$ cat src/rtl/key_event_uart_tx_if.sv
// Key event strobe bus from the scan-difference stage into the UART transmitter.
interface key_event_uart_tx_if;
  logic [7:0] key_event;
  logic       on_event;

  modport master (output key_event, output on_event);
  modport slave  (input  key_event, input  on_event);
endinterface

$ cat src/rtl/key_event_uart_tx.sv
// Buffers key event codes in a FIFO and sends each one to the host as a UART 8N1 frame.
module key_event_uart_tx #(
  parameter int unsigned CLK_DIV = 434,
  parameter int unsigned ADDR_W  = 4
) (
  input  logic                clock,
  input  logic                reset,
  key_event_uart_tx_if.slave  evt,
  output logic                tx,
  output logic                busy,
  output logic                overflow,
  output logic [ADDR_W:0]     fifo_count
);

  localparam logic [15:0] DIV_LAST = 16'(CLK_DIV - 1);

  typedef enum logic [1:0] {IDLE, START, DATA, STOP} state_t;

  state_t          state_q, state_d;
  logic [15:0]     div_q, div_d;
  logic [2:0]      bit_q, bit_d;
  logic [7:0]      shift_q, shift_d;
  logic            tx_q, tx_d;
  logic            busy_q, busy_d;
  logic            ovf_q, ovf_d;
  logic [ADDR_W:0] wr_ptr_q, wr_ptr_d;
  logic [ADDR_W:0] rd_ptr_q, rd_ptr_d;
  logic [7:0]      mem_q [2**ADDR_W];

  logic [ADDR_W:0] count;
  logic            full;
  logic            empty;
  logic            push;
  logic            pop;
  logic            bit_end;

  // Occupancy comes from the pre-edge pointers, so a write while full is
  // dropped even when the transmitter pops on the same edge.
  assign count   = wr_ptr_q - rd_ptr_q;
  assign full    = count[ADDR_W];
  assign empty   = (count == '0);
  assign push    = evt.on_event && !full;
  assign pop     = (state_q == IDLE) && !empty;
  assign bit_end = (div_q == DIV_LAST);

  always_comb begin
    state_d  = state_q;
    div_d    = div_q;
    bit_d    = bit_q;
    shift_d  = shift_q;
    tx_d     = tx_q;
    wr_ptr_d = wr_ptr_q;
    rd_ptr_d = rd_ptr_q;
    ovf_d    = ovf_q | (evt.on_event & full);

    case (state_q)
      IDLE: begin
        tx_d = 1'b1;
        if (pop) begin
          shift_d  = mem_q[rd_ptr_q[ADDR_W-1:0]];
          rd_ptr_d = rd_ptr_q + (ADDR_W+1)'(1);
          div_d    = '0;
          state_d  = START;
          tx_d     = 1'b0;
        end
      end
      START: begin
        if (bit_end) begin
          div_d   = '0;
          bit_d   = '0;
          state_d = DATA;
          tx_d    = shift_q[0];
        end else begin
          div_d = div_q + 16'd1;
        end
      end
      DATA: begin
        if (bit_end) begin
          div_d   = '0;
          shift_d = shift_q >> 1;
          if (bit_q == 3'd7) begin
            state_d = STOP;
            tx_d    = 1'b1;
          end else begin
            bit_d = bit_q + 3'd1;
            tx_d  = shift_q[1];
          end
        end else begin
          div_d = div_q + 16'd1;
        end
      end
      STOP: begin
        if (bit_end) begin
          div_d   = '0;
          state_d = IDLE;
          tx_d    = 1'b1;
        end else begin
          div_d = div_q + 16'd1;
        end
      end
      default: begin
        state_d = IDLE;
        tx_d    = 1'b1;
      end
    endcase

    if (push) begin
      wr_ptr_d = wr_ptr_q + (ADDR_W+1)'(1);
    end

    busy_d = (state_d != IDLE) || ((wr_ptr_d - rd_ptr_d) != '0);
  end

  always_ff @(posedge clock or posedge reset) begin
    if (reset) begin
      state_q  <= IDLE;
      div_q    <= '0;
      bit_q    <= '0;
      shift_q  <= '0;
      tx_q     <= 1'b1;
      busy_q   <= 1'b0;
      ovf_q    <= 1'b0;
      wr_ptr_q <= '0;
      rd_ptr_q <= '0;
    end else begin
      state_q  <= state_d;
      div_q    <= div_d;
      bit_q    <= bit_d;
      shift_q  <= shift_d;
      tx_q     <= tx_d;
      busy_q   <= busy_d;
      ovf_q    <= ovf_d;
      wr_ptr_q <= wr_ptr_d;
      rd_ptr_q <= rd_ptr_d;
    end
  end

  always_ff @(posedge clock) begin
    if (push) begin
      mem_q[wr_ptr_q[ADDR_W-1:0]] <= evt.key_event;
    end
  end

  assign tx         = tx_q;
  assign busy       = busy_q;
  assign overflow   = ovf_q;
  assign fifo_count = count;

endmodule
$ cat src/flat_wrapper.sv
// flat-port wrapper written by rule: the top's interface ports become plain ports
module key_event_uart_tx_flat 
#(
  parameter int unsigned CLK_DIV = 434,
  parameter int unsigned ADDR_W  = 4
)
  (clock, reset, tx, busy, overflow, fifo_count, evt_key_event, evt_on_event);
  key_event_uart_tx_if evt_i ();
  input  logic clock;
  input  logic reset;
  output logic tx;
  output logic busy;
  output logic overflow;
  output logic [ADDR_W:0] fifo_count;
  input wire logic [$bits(evt_i.key_event)-1:0] evt_key_event;
  input wire logic [$bits(evt_i.on_event)-1:0] evt_on_event;
  assign evt_i.key_event = evt_key_event;
  assign evt_i.on_event = evt_on_event;
  key_event_uart_tx #(.CLK_DIV(CLK_DIV), .ADDR_W(ADDR_W)) u_core (.clock(clock), .reset(reset), .evt(evt_i), .tx(tx), .busy(busy), .overflow(overflow), .fifo_count(fifo_count));
endmodule
$ cat config.mk
export PLATFORM = sky130hd
export DESIGN_NAME = key_event_uart_tx_flat
export DESIGN_NICKNAME = d
export VERILOG_FILES = /design/src/rtl/key_event_uart_tx_if.sv /design/src/rtl/key_event_uart_tx.sv /design/src/flat_wrapper.sv
export SDC_FILE = /design/constraint.sdc
export NUM_CORES = 1
export LEC_CHECK = 0
export CAP_MARGIN = 30
export CORE_MARGIN = 2
export CORE_UTILIZATION = 50
export DETAILED_ROUTE_END_ITERATION = 8
export GPL_TIMING_DRIVEN = 0
export PLACE_DENSITY = 0.73
export SLEW_MARGIN = 0
export SYNTH_ARGS = -nofsm -noshare
export SYNTH_HDL_FRONTEND = slang
export SYNTH_SLANG_ARGS = --single-unit
export TNS_END_PERCENT = 30
$ cat constraint.sdc
create_clock -name clock -period 5.95 [get_ports clock]
set_input_delay 1.785 -clock clock [delete_from_list [all_inputs] [get_ports clock]]
set_output_delay 1.785 -clock clock [all_outputs]
set_load 0.05 [all_outputs]
# Word-level counts from Yosys, hierarchy flattened
# Memories as Yosys holds them, arrays and structs flattened.
# Index checks and enable logic that the tools add are counted.
# Widths: inputs -> output; s select.
[classes] addsub=6 n_eq_ne=10 mux=27 bitwise_logic=2 reduce_logical=15
[op_table] op="$mux 16" n=2
[op_table] op="$pmux 16 s2" n=1
[op_table] op="$add 16x1->16 const B" n=1
[op_table] op="$eq 16x9->1 const B" n=1
[op_table] op="$mux 8" n=2
[op_table] op="$pmux 8 s2" n=1
[op_table] op="$mux 5" n=3
[op_table] op="$add 5x1->5 const B" n=2
[op_table] op="$mux 2" n=5
[op_table] op="$sub 5x5->5" n=2
[op_table] op="$mux 3" n=3
[op_table] op="$ne 2x1->1 const B" n=4
[op_table] op="$pmux 2 s4" n=1
[op_table] op="$mux 1" n=7
[op_table] op="$pmux 3 s2" n=1
[op_table] op="$reduce_and 3->1" n=2
[op_table] op="$reduce_bool 2->1" n=3
[op_table] op="$logic_not 5->1" n=1
[op_table] op="$reduce_bool 5->1" n=1
[op_table] op="$eq 2x2->1 const B" n=2
[op_table] op="$pmux 1 s4" n=1
[op_table] op="$reduce_and 4->1" n=1
[op_table] op="$add 3x1->3 const B" n=1
[op_table] op="$eq 3x3->1 const B" n=1
[op_table] op="9 further kinds" n=11
[word_totals] regBits=42 ram_bits=128 in_bits=11 output_inout_bits=8 wordCells=70 memories=1
[mem_list] memory="u_core.mem_q" depth=16 word_bits=8 rd=1 rd_clocked_by_memory_dff=0 wr=1 line="key_event_uart_tx.sv:28" text="logic [7:0] mem_q [2**ADDR_W];"

# Longest topological paths before layout
[logic_depth] depth_word=9 mapped_depth=17

# Least setup slack after synthesis
# No wires, ideal clock.
[synth_path] path_kind="flip-flop to flip-flop" start="register u_core.rd_ptr_q[2]" end="register u_core.busy_q, in the netlist u_core.busy" setup_ps=139 arrival_time_ps=4541 slack_ps=1270 stages_incl_launch_ff=15 path_cell_list="dfrtp_1 -> clkbuf_1 -> clkinv_1 -> ha_1 -> nor2_1 -> a21oi_1 -> xor2_1 -> o31a_1 -> nand4_1 -> xnor2_1 -> ha_1 -> xor2_1 -> o31ai_1 -> nand3_1 -> or4_1"
[synth_via] elab_chain_cells=9
[synth_lines] element="start: declaration" line="key_event_uart_tx.sv:27" text="logic [ADDR_W:0] rd_ptr_q, rd_ptr_d;"
[synth_lines] element="start signal: assignment" line="key_event_uart_tx.sv:134" text="rd_ptr_q <= rd_ptr_d;"
[synth_lines] element="$sub 5x5->5 (*)" line="key_event_uart_tx.sv:39" text="assign count = wr_ptr_q - rd_ptr_q;"
[synth_lines] element="named net fifo_count[3]" line="flat_wrapper.sv:14" text="output logic [ADDR_W:0] fifo_count;"
[synth_lines] element="$logic_not 5->1 (*)" line="key_event_uart_tx.sv:41" text="assign empty = (count == '0);"
[synth_lines] element="$logic_not 1->1 (*)" line="key_event_uart_tx.sv:43" text="assign pop = (state_q == IDLE) && !empty;"
[synth_lines] element="$logic_and 1x1->1 (*)" line="key_event_uart_tx.sv:43"
[synth_lines] element="$mux 5" line="key_event_uart_tx.sv:59" text="if (pop) begin"
[synth_lines] element="$mux 5" line="key_event_uart_tx.sv:56" text="case (state_q)"
[synth_lines] element="$sub 5x5->5" line="key_event_uart_tx.sv:111" text="busy_d = (state_d != IDLE) || ((wr_ptr_d - rd_ptr_d) != '0);"
[synth_lines] element="$reduce_bool 5->1" line="key_event_uart_tx.sv:111"
[synth_lines] element="$logic_or 1x1->1 (*)" line="key_event_uart_tx.sv:111"
[synth_lines] element="named net u_core.busy_d" line="key_event_uart_tx.sv:24" text="logic busy_q, busy_d;"
[synth_lines] element="end signal: assignment" line="key_event_uart_tx.sv:131" text="busy_q <= busy_d;"
[synth_lines] element="end: declaration" line="key_event_uart_tx.sv:24"
# The timed path passes the listed nets; every way through them passes the cells marked *.
# A chain may end at the register's enable or synchronous reset.

# Worst setup path after layout
[layout_path] start="register u_core.rd_ptr_q[1]" end="output port fifo_count[4]"
[layout_via] elab_chain_cells=1
[layout_lines] element="$sub 5x5->5" line="key_event_uart_tx.sv:39"
[layout_lines] element="end: declaration" line="flat_wrapper.sv:14"
# No other way between the ends.

==> impl_metrics.json <==
{
  "status": "completed",
  "globalRouteOverflowTotal": 0,
  "p_sw_mw": 0.9941,
  "setup_tns_ns": 0,
  "gp_congestion": 0.8901,
  "diodes": 0,
  "r2r_slack_ns": 1.17,
  "drtIter0Drc": 409,
  "routedWlPerCell_microns": 20.88,
  "netlist.area_leader.share_pct": 51.39,
  "combPwrFrac_pct": 21.8,
  "initial_core_util_pct": 51.27,
  "final.setup.worst_slack_ns": 0.3729,
  "dp_cells": 705,
  "path_cells": "clkbuf_2, clkinv_1, fa_1, a21o_1, a21oi_2, xor2_2, inv_2, clkdlybuf4s50_1",
  "swShare_pct": 31.19,
  "final.min_clock_period_ns": 5.577,
  "die_area_sq_mm": 0.01595,
  "port_buffers": 18,
  "syn_nets": 529,
  "hold_path_class": "flop to flop",
  "finalNetCount": 569,
  "skew_ns": 0.008628,
  "p_int_mw": 2.193,
  "post-place-ws_ns": 0.5122,
  "drv_slew": 0,
  "worst_pin_slew_ns": 0.9629,
  "drc": 0,
  "synth_warnings": 0,
  "fp.dieW_microns": 126.3,
  "dpl.hpwl_microns": 10540,
  "netlist_area_sq_mm": 0.007480,
  "finalHoldViolCount": 0,
  "regArea_sq_mm": 0.004896,
  "grt_pass1_wl_microns": 24390,
  "powerDensity_mw_per_mm2": 374.1,
  "synthCells": 500,
  "final_cells": 737,
  "viasPerCell": 5.940,
  "drive_gt1_share_pct": 17.36,
  "critical_path.endpoint": "fifo_count[4]",
  "routed_wl_microns": 15390,
  "clock.fmax_ghz": 0.1793,
  "antenna_found_initial": 0,
  "synth.avg_cell_area_sq_um": 14.96,
  "firstDrtPassIters": 5,
  "post-cts-setup-buffers": 0,
  "rsz0062_at_grt": "no",
  "synth_edf_count": 128,
  "worstPathArrival_ns": 3.79,
  "clkLatencyLatePin_ns": 0.43,
  "grt_pass1_vias": 4403,
  "final_common_cell": "edfxtp_1",
  "yosysTopAreaCell": "edfxtp_1",
  "start_kind": "flop",
  "layout_common_cells": "128 x edfxtp_1, 41 x dfrtp_1, 34 x o21ai_0",
  "fin_crit_sh_pct": 93.73,
  "ir_worst_vdd_uv": 262.2,
  "syn2layout_area_growth_pct": 13.90,
  "cts-root-buf": "clkbuf_16",
  "cts.sinks": 170,
  "cpPeakStageDelay_ns": 0.84,
  "p_seq_share_pct": 43.9,
  "io_pins": 19,
  "min_from": "u_core.overflow$_DFF_PP0_",
  "crit_type": "flop to primary output",
  "slew_headroom_pct": 35.81,
  "ys_ff_latch": 170,
  "setup_viol": 0,
  "max-cap-violations": 0,
  "worstReg2RegEnd": "u_core.busy$_DFF_PP0_",
  "grt_use_total_pct": 20.49,
  "ys_seq_area_share_pct": 65.46,
  "drt.antenna.violating_nets": 0,
  "worstSetupEndpointType": "primary output",
  "power.share.clock_pct": 34.2,
  "dr_total_vias": 4378,
  "ctsLongestPathBuffers": 2,
  "reg2reg_depth": 16,
  "core_sq_mm": 0.01459,
  "r2r_start": "u_core.rd_ptr_q[1]$_DFF_PP0_",
  "async_reset_ff_share_pct": 24.71,
  "fill_cells": 1086,
  "path_max_fanout": 10,
  "multiInputGateArea_sq_mm": 0.002464,
  "cts-buffers-inserted": 17,
  "ys.flop_type": "edfxtp_1",
  "die_y_microns": 126.3,
  "grt_max_degree": 43,
  "cts_tree": "built",
  "power_leakage_nw": 3.056,
  "cp-startpoint": "u_core.rd_ptr_q[1]$_DFF_PP0_",
  "clk_pin_slew_ns": 0.07,
  "row_count": 44,
  "power.total_mw": 3.187,
  "cp_slowest_cell": "clkdlybuf4s50_1",
  "synth_area_leaders": "edfxtp_1 51%, dfrtp_1 14%, mux4_2 6.3%, mux2_2 3.0%, ha_1 2.8%",
  "worstPathRequired_ns": 4.16,
  "synth_cell_type_count": 51,
  "cts_max_level": 4
}
-- cells in the mapped netlist (6+ instances only) --
master,n
a21oi_1,9
o21ai_0,34
mux4_2,21
xor2_1,9
and3_1,10
mux2i_1,16
clkbuf_1,11
dfrtp_1,41
nor2_1,17
inv_1,13
nand3_1,11
nand2_1,25
ha_1,17
mux2_2,20
a22oi_1,8
nor2b_1,8
o22ai_1,6
nand4_1,8
a211oi_1,6
a311oi_1,6
xnor2_1,11
edfxtp_1,128
-- timing repair --
action                                 4_1_cts  5_1_grt
gates resized for setup                      0        4
endpoints found under the hold margin        0        0
setup endpoints to repair                    0        2
hold buffers                                 0        0
-- power by group through the flow --
stage               Sequential (mW)  Combinational, mW  Clock (mW)
finish                         1.40              0.695        1.09
global route                   1.41              0.758        1.15
CTS                            1.40              0.694        1.10
detailed placement             1.43              0.692           0
global placement               1.42              0.662           0
floorplan                      1.41              0.493           0
-- cell families after synthesis --
| kind of cell | after synthesis | synth area share (%) |
|---|---|---|
| buffers and inverters | 37 | 1.940 |
| muxes | 57 | 11.48 |
| xor gates and xnor gates | 21 | 2.559 |
| AOI/OAI and AO/OA | 88 | 7.595 |
| and+or+nand+nor | 109 | 7.862 |
| DFF | 170 | 65.46 |
| adders and majority gates | 18 | 3.111 |
-- worst max-delay path, delay by kind of cell (launching register included) --
family | cells | cell delay [ns]
buffers and inverters | 4 | 1.81
AO/OA/AOI/OAI | 2 | 0.42
XOR/XNOR | 1 | 0.15
flip-flops | 1 | 0.41
adder cells (fa/ha/maj) | 1 | 0.56
-- final cells by class --
class	instances	share of cell area, %
well taps	184	2.702
flip-flops and latches	170	57.47
clock buffers	18	5.037
plain buffers	20	0.9840
multi-input cells	293	28.92
clock inverters	14	1.762
repair buffers	21	2.379
inverters	17	0.7490
-- flip-flops by register name (all words and copies together) (netlist names), 2 cells and up --
register,cells
u_core.bit_q,3
u_core.wr_ptr_q,5
u_core.div_q,16
u_core.mem_q,128
u_core.rd_ptr_q,5
u_core.shift_q,8
u_core.state_q,2
-- stage by stage --
step	instance area, sq um	util, %	hold slack [ns]
after floorplan	7480	-	0.4617
after global placement	7890	54.08	0.4635
after detailed placement	7938	54.41	0.4720
after CTS	8517	58.38	0.4907
after global routing	8519	58.40	0.4928
final	8519	58.40	0.4758
-- worst min-delay path by stage --
stage	slack, ns	endpoint	cells after the start
after floorplan	0.46	u_core.wr_ptr_q[4]$_DFF_PP0_	1
after global placement	0.46	u_core.overflow$_DFF_PP0_	1
after detailed placement	0.47	u_core.overflow$_DFF_PP0_	1
after CTS	0.49	u_core.overflow$_DFF_PP0_	1
after global routing	0.49	u_core.overflow$_DFF_PP0_	1
final	0.48	u_core.overflow$_DFF_PP0_	1
-- routing by layer --
metal  vias to the layer above  global-route usage, %  part of all wire, %
met5                         -                      0                    0
met4                         0                  7.757                  2.2
met1                      2188                  27.69                   44
li1                       2013                      -                    -
met3                        25                  5.356                  5.7
met2                       152                  32.32                   48
(Power assumes the default switching activity.)
